### config.mk
export PLATFORM = sky130hd
export DESIGN_NAME = npu_host_issuer
export DESIGN_NICKNAME = d
export VERILOG_FILES = /design/src/rtl/npu_host_issuer_pkg.sv /design/src/rtl/npu_host_issuer_sync_fifo.sv /design/src/rtl/npu_host_issuer.sv
export SDC_FILE = /design/constraint.sdc
export NUM_CORES = 2
export LEC_CHECK = 0
export CAP_MARGIN = 20
export CORE_MARGIN = 1.5
export CORE_UTILIZATION = 30
export CTS_BUF_LIST = sky130_fd_sc_hd__clkbuf_4 sky130_fd_sc_hd__clkbuf_8 sky130_fd_sc_hd__clkbuf_16
export DETAILED_ROUTE_END_ITERATION = 6
export PLACE_DENSITY = 0.48
export SYNTH_ARGS = -nofsm -noshare
export SYNTH_HDL_FRONTEND = slang
export SYNTH_SLANG_ARGS = --single-unit
### constraint.sdc
create_clock -name CLK -period 7.7 [get_ports CLK]
set_clock_uncertainty 0.2 [all_clocks]
set_input_delay 0.77 -clock CLK [delete_from_list [all_inputs] [get_ports CLK]]
set_output_delay 0.77 -clock CLK [all_outputs]
set_load 0.03 [all_outputs]
### src/rtl/npu_host_issuer_pkg.sv
// Shared widths and issuer FSM encoding for the NPU host issuer.
package npu_host_issuer_pkg;

    localparam int unsigned BIT_INSTR = 32;
    localparam int unsigned BIT_PSUM  = 32;

    typedef enum logic [2:0] {
        ST_IDLE  = 3'd0,
        ST_ARM   = 3'd1,
        ST_ISSUE = 3'd2,
        ST_GAP   = 3'd3,
        ST_DRAIN = 3'd4
    } issuer_state_e;

endpackage

### src/rtl/npu_host_issuer_sync_fifo.sv
// Synchronous FIFO with registered read port, read-valid strobe and occupancy count.
// A write into a full FIFO is accepted only when a read frees a slot in the same cycle.
module npu_host_issuer_sync_fifo #(
    parameter int unsigned WIDTH = 32,
    parameter int unsigned DEPTH = 16,
    localparam int unsigned AW   = $clog2(DEPTH),
    localparam int unsigned CW   = AW + 1
) (
    input  logic             clk,
    input  logic             rst_n,
    input  logic             wr_en_i,
    input  logic [WIDTH-1:0] wr_data_i,
    input  logic             rd_en_i,
    output logic [WIDTH-1:0] rd_data_o,
    output logic             rd_valid_o,
    output logic [CW-1:0]    count_o
);

    logic [AW:0]      wr_ptr_q;
    logic [AW:0]      rd_ptr_q;
    logic [CW-1:0]    count_q;
    logic [WIDTH-1:0] rd_data_q;
    logic             rd_valid_q;
    logic [WIDTH-1:0] mem_q [DEPTH];

    logic empty_c;
    logic full_c;
    logic rd_fire_c;
    logic wr_fire_c;

    // Full/empty from pointers: the extra MSB separates a wrapped-full queue from an empty one.
    always_comb begin
        empty_c   = (wr_ptr_q == rd_ptr_q);
        full_c    = (wr_ptr_q[AW] != rd_ptr_q[AW]) &&
                    (wr_ptr_q[AW-1:0] == rd_ptr_q[AW-1:0]);
        rd_fire_c = rd_en_i && !empty_c;
        wr_fire_c = wr_en_i && (!full_c || rd_fire_c);
    end

    // Pointers, occupancy and the registered read port.
    always_ff @(posedge clk or negedge rst_n) begin
        if (!rst_n) begin
            wr_ptr_q   <= '0;
            rd_ptr_q   <= '0;
            count_q    <= '0;
            rd_data_q  <= '0;
            rd_valid_q <= 1'b0;
        end else begin
            if (wr_fire_c) begin
                wr_ptr_q <= wr_ptr_q + (AW+1)'(1);
            end
            if (rd_fire_c) begin
                rd_ptr_q  <= rd_ptr_q + (AW+1)'(1);
                rd_data_q <= mem_q[rd_ptr_q[AW-1:0]];
            end
            rd_valid_q <= rd_fire_c;
            count_q    <= count_q + CW'(wr_fire_c) - CW'(rd_fire_c);
        end
    end

    // Storage array; contents are don't-care until written.
    always_ff @(posedge clk) begin
        if (wr_fire_c) begin
            mem_q[wr_ptr_q[AW-1:0]] <= wr_data_i;
        end
    end

    assign rd_data_o  = rd_data_q;
    assign rd_valid_o = rd_valid_q;
    assign count_o    = count_q;

endmodule

### src/rtl/npu_host_issuer.sv
// Host-side issuer: queues host instructions, issues them to the NPU as a held word
// plus one-cycle pulse under stall control, and buffers NPU writebacks for the host.
module npu_host_issuer
    import npu_host_issuer_pkg::*;
#(
    parameter int unsigned IQ_DEPTH  = 16,
    parameter int unsigned RB_DEPTH  = 64,
    parameter int unsigned ISSUE_GAP = 2,
    localparam int unsigned IQ_CW    = $clog2(IQ_DEPTH) + 1,
    localparam int unsigned RB_CW    = $clog2(RB_DEPTH) + 1,
    localparam int unsigned GAP_W    = $clog2(ISSUE_GAP + 2)
) (
    input  logic                 CLK,
    input  logic                 RSTb,
    input  logic                 i_host_instr_valid,
    input  logic [BIT_INSTR-1:0] i_host_instr_data,
    output logic                 o_host_instr_ready,
    input  logic                 i_start,
    output logic [BIT_INSTR-1:0] o_Instr_Out,
    output logic                 o_instr_pulse,
    input  logic                 i_instr_stall,
    input  logic                 i_Valid_WB,
    input  logic [BIT_PSUM-1:0]  i_Data_WB,
    input  logic                 i_Flag_Finish,
    input  logic                 i_rd_en,
    output logic [BIT_PSUM-1:0]  o_rd_data,
    output logic                 o_rd_valid,
    output logic [RB_CW-1:0]     o_rb_count,
    output logic                 o_busy,
    output logic                 o_done,
    output logic                 o_overflow
);

    issuer_state_e    state_q, state_d;
    logic [GAP_W-1:0] gap_q, gap_d;
    logic             done_q, done_d;
    logic             busy_q, busy_d;
    logic             ovf_q, ovf_d;
    logic             iq_pop_c;
    logic [IQ_CW-1:0] iq_count;
    logic             iq_full_c;
    logic             iq_empty_c;
    logic             rb_full_c;

    always_comb begin
        iq_full_c  = (iq_count == IQ_CW'(IQ_DEPTH));
        iq_empty_c = (iq_count == '0);
        rb_full_c  = (o_rb_count == RB_CW'(RB_DEPTH));
    end

    // Instruction queue: its registered read port is the held NPU instruction word,
    // and its read-valid strobe is the issue pulse (pop is taken on the ARM decision).
    npu_host_issuer_sync_fifo #(
        .WIDTH (BIT_INSTR),
        .DEPTH (IQ_DEPTH)
    ) u_iq (
        .clk        (CLK),
        .rst_n      (RSTb),
        .wr_en_i    (i_host_instr_valid && !iq_full_c),
        .wr_data_i  (i_host_instr_data),
        .rd_en_i    (iq_pop_c),
        .rd_data_o  (o_Instr_Out),
        .rd_valid_o (o_instr_pulse),
        .count_o    (iq_count)
    );

    // Result buffer for NPU writebacks, drained by the host.
    npu_host_issuer_sync_fifo #(
        .WIDTH (BIT_PSUM),
        .DEPTH (RB_DEPTH)
    ) u_rb (
        .clk        (CLK),
        .rst_n      (RSTb),
        .wr_en_i    (i_Valid_WB),
        .wr_data_i  (i_Data_WB),
        .rd_en_i    (i_rd_en),
        .rd_data_o  (o_rd_data),
        .rd_valid_o (o_rd_valid),
        .count_o    (o_rb_count)
    );

    // Issue FSM next-state and registered-output next values.
    always_comb begin
        state_d  = state_q;
        gap_d    = gap_q;
        done_d   = done_q;
        iq_pop_c = 1'b0;
        unique case (state_q)
            ST_IDLE: begin
                if (i_start) begin
                    state_d = ST_ARM;
                    done_d  = 1'b0;
                end
            end
            ST_ARM: begin
                if (iq_empty_c) begin
                    state_d = ST_DRAIN;
                end else if (!i_instr_stall) begin
                    state_d  = ST_ISSUE;
                    iq_pop_c = 1'b1;
                end
            end
            ST_ISSUE: begin
                gap_d   = GAP_W'(ISSUE_GAP);
                state_d = (ISSUE_GAP == 0) ? ST_ARM : ST_GAP;
            end
            ST_GAP: begin
                gap_d = gap_q - GAP_W'(1);
                if (gap_q <= GAP_W'(1)) begin
                    state_d = ST_ARM;
                end
            end
            ST_DRAIN: begin
                if (i_Flag_Finish) begin
                    done_d  = 1'b1;
                    state_d = ST_IDLE;
                end
            end
            default: state_d = ST_IDLE;
        endcase
        busy_d = (state_d != ST_IDLE);
    end

    // Sticky overflow: a writeback into a full buffer with no simultaneous pop is lost.
    always_comb begin
        ovf_d = ovf_q || (i_Valid_WB && rb_full_c && !i_rd_en);
    end

    // FSM state and status registers.
    always_ff @(posedge CLK or negedge RSTb) begin
        if (!RSTb) begin
            state_q <= ST_IDLE;
            gap_q   <= '0;
            done_q  <= 1'b0;
            busy_q  <= 1'b0;
            ovf_q   <= 1'b0;
        end else begin
            state_q <= state_d;
            gap_q   <= gap_d;
            done_q  <= done_d;
            busy_q  <= busy_d;
            ovf_q   <= ovf_d;
        end
    end

    assign o_host_instr_ready = !iq_full_c;
    assign o_busy             = busy_q;
    assign o_done             = done_q;
    assign o_overflow         = ovf_q;

endmodule

==> results.txt <==
Clock sinks: 2670
Hold Path Stages: 1
Most common cell in the netlist: edfxtp_1
Initial Utilization: 0.3009
Most frequent cells after synthesis: edfxtp_1 (2560), mux4_2 (588), mux2i_1 (208)
Vias in the first global route: 49.40k
Worst hold slack: 56.75 ps
Top post-synthesis cells by area: edfxtp_1 (75%), mux4_2 (13%), dfrtp_1 (2.7%), mux2i_1 (2.0%), a22oi_1 (0.99%)
Mapped Cells: 4557
Cts hold-fix bufs: 1
Clock Tree Buf Depth: 4
Setup CP Type: flip-flop to flip-flop
CP startpoint: u_rb.rd_ptr_q[1]$_DFFE_PN0N_
Post-CTS resize count: 0
Worst r2r dst: u_rb.rd_data_o[11]$_DFFE_PN0N_
Core area: 339200 sq um
H-tree levels: 5
CP max-delay cell: dfrtp_4
Largest net degree at the start of global routing: 126
Post-Route WL: 265300 um
Pre-antenna DRT Iters: 6
Total Power: 43.26 mW
FFs w/ async S/R, synth: 0.04120
Port Buffers: 148
Postcts setup bufs: 0
Post-route ant nets: 0
Final period util: 0.5976
Critical R2R Launch: u_rb.rd_ptr_q[1]$_DFFE_PN0N_
Status: complete, no violations
Finished layout cell area: 119600 sq um
Layout cells sized above 1: 0.2774
Hold endpoint: u_rb.mem_q[36][19]$_DFFE_PP_
Routed via count: 47.56k
Final HPWL DP: 145700 um
Nets: 5004
WP buf/inv: 3
Slew Viols, Final: 0
Required @ worst endpoint: 8220 ps
Leakage Power: 37.56 nW
# IOs: 149
Seq/Total Area, Yosys: 0.7800
GR Overflow Total: 0
Area grow syn2layout: 17.14%
Synth warn: 0
CP most frequent cell: buf_12
CP Capture Type: flip-flop
Max_slew headroom: 0.2702
Worst-margin pin slew: 1095 ps
Iteration-0 DRC count of the detailed router: 4001
Max Cap Viol: 0
Top delay family on crit path: buffers and inverters
Biggest area consumer among synthesized cells: edfxtp_1
Flops & latches, synth: 2670
DIE AREA: 343800 sq um
Crit path cell chain: buf_12, buf_12, nand3b_1, buf_4, o221ai_1, a211oi_1, a211o_1, a31oi_1
Final worst path period need: 4601 ps
Filler cell count: 31.24k
Placed cell areas: 109700 sq um
Worst VDD drop: 0.0003311 V
Number of buffers created by CTS: 294
PD cells: 361.8 nW/um^2
Arrival @ worst endpoint: 5120 ps
CTS tree: built
CP peak stage delay: 980 ps
Reg2reg path depth: 8
Critical path startpoint category: flip-flop
RD Place Congestion: 0.7753
Routed vias/inst: 4.907
Total negative slack: 0 ps
Mapped Nets: 4653
Hold Path Origin: i_Data_WB[19]
Final Hold Fails: 0
Die Ht: 586.4 um
Final Core Density: 0.3525
EDFF count, synth: 2560
Initial antenna violation count: 22
Worst Hold Class: primary input to flip-flop
Remaining DRCs: 0
Synth cell types: 77
F_max: 217.3 MHz
Post-synth top flop: edfxtp_1
Syn avg cell area: 22.40 sq um
Final-report setup violation count: 0
Die X: 586.4 um
Clock latency at the later pin of the worst-skew pair: 890 ps
Internal reg-to-reg setup slack: 3100 ps
RSZ-0062 raised after global routing: no
DR WL/cell: 27.38 um
Top-area cell type share of the netlist area: 0.7530
Total GRT Usage: 0.1525
CTS Root Cell: clkbuf_16
First-pass GRT wire length: 376300 um
Floorplan row count: 214
Crit path max fanout: 125
Netlist Area Pre-Place: 102100 sq um
Clock transition at path regs: 60 ps
-- layout make-up --
type | count | area (sq um) | area share
tap | 4536 | 5675 | 0.04746
timing repair buffer | 315 | 2844 | 0.02378
antenna | 9 | 22.52 | 0.0001883
multi-input combinational | 1602 | 21630 | 0.1808
clock buffer | 362 | 7981 | 0.06674
sequential | 2670 | 79650 | 0.6661
clock inverter | 173 | 1692 | 0.01415
inverter | 25 | 93.84 | 0.0007847
-- how the worst max path moves through the flow --
| stage | cells past startpoint | slack, ps | to |
|---|---|---|---|
| 2_1_floorplan | 5 | 2980 | u_iq.mem_q[3][0]$_DFFE_PP_ |
| 3_3_place_gp | 6 | 2800 | u_rb.rd_data_o[5]$_DFFE_PN0N_ |
| 3_5_place_dp | 7 | 2830 | u_rb.rd_data_o[25]$_DFFE_PN0N_ |
| 4_1_cts | 7 | 2850 | u_rb.rd_data_o[25]$_DFFE_PN0N_ |
| 5_1_grt | 7 | 2820 | u_rb.rd_data_o[25]$_DFFE_PN0N_ |
| 6_report | 8 | 3100 | u_rb.rd_data_o[11]$_DFFE_PN0N_ |
-- cell families after synthesis --
kind of cell,Yosys count,share of synthesized area
flops,2670,0.7800
fa+ha+maj,24,0.003088
mux,847,0.1559
xor+xnor,43,0.003689
compound gates,392,0.02891
simple gates,296,0.01375
buf+inv,285,0.01468
-- flip-flops by register name (all words and copies together) (netlist names) --
signal,cells
u_iq.mem_q,512
u_rb.wr_ptr_q,7
u_rb.rd_ptr_q,7
u_iq.count_o,5
state_q,3
o_busy,1
u_iq.rd_valid_o,1
o_overflow,1
u_rb.rd_valid_o,1
o_done,1
u_iq.rd_ptr_q,5
u_iq.wr_ptr_q,5
gap_q,2
u_rb.mem_q,2048
u_rb.rd_data_o,32
u_rb.count_o,7
u_iq.rd_data_o,32
-- power breakdown --
| part | total (mW) | internal [mW] | leakage [nW] | switching [mW] |
|---|---|---|---|---|
| Combinational | 11.5 | 4.95 | 8.40 | 6.57 |
| Sequential | 17.7 | 16.9 | 24.3 | 0.793 |
| Clock | 14.0 | 8.29 | 4.84 | 5.76 |
| Total | 43.3 | 30.1 | 37.6 | 13.1 |
-- routing by layer --
metal,track usage,vias up,share of wire
li1,-,20040,-
met1,0.2107,25980,0.44
met2,0.2512,1191,0.49
met3,0.02634,334,0.053
met4,0.03429,14,0.021
met5,0,-,0.00032
-- per-stage QoR --
| stage | setup WS (ps) | instances |
|---|---|---|
| after floorplan | 2977 | 4557 |
| after global placement | 2802 | 9133 |
| after detailed placement | 2827 | 9137 |
| after CTS | 2847 | 9673 |
| after global routing | 2818 | 9685 |
| final | 3099 | 9692 |
-- cell usage in the layout, fill, tap and decap left out, types with 8 or more instances in the layout --
cell type / synthesis / routed
edfxtp_1: 2560 / 2560
mux4_2: 588 / 588
clkbuf_16: 0 / 298
mux2i_1: 208 / 208
buf_4: 23 / 144
a22oi_1: 134 / 134
clkdlybuf4s50_1: 0 / 115
dfrtp_1: 110 / 101
nor2_4: 0 / 76
nor2_1: 142 / 65
clkbuf_4: 1 / 57
clkinv_2: 0 / 57
clkinv_1: 1 / 55
mux2_2: 49 / 49
nand2_1: 47 / 47
a21oi_1: 42 / 41
buf_2: 61 / 33
nand3_1: 30 / 30
a22o_1: 28 / 28
bufinv_16: 0 / 26
xnor2_1: 25 / 25
a31oi_1: 25 / 25
o221ai_1: 25 / 25
a211oi_1: 25 / 25
inv_1: 24 / 24
ha_1: 22 / 22
xor2_1: 18 / 18
buf_12: 3 / 18
nor2b_1: 21 / 17
o211ai_1: 16 / 16
inv_6: 0 / 14
a211o_1: 13 / 13
a2111oi_0: 12 / 12
o21ai_0: 11 / 11
a221oi_1: 11 / 11
a311oi_1: 11 / 11
o31ai_1: 10 / 10
diode_2: 0 / 9
clkinv_8: 0 / 8
(Power assumes the default switching activity.)
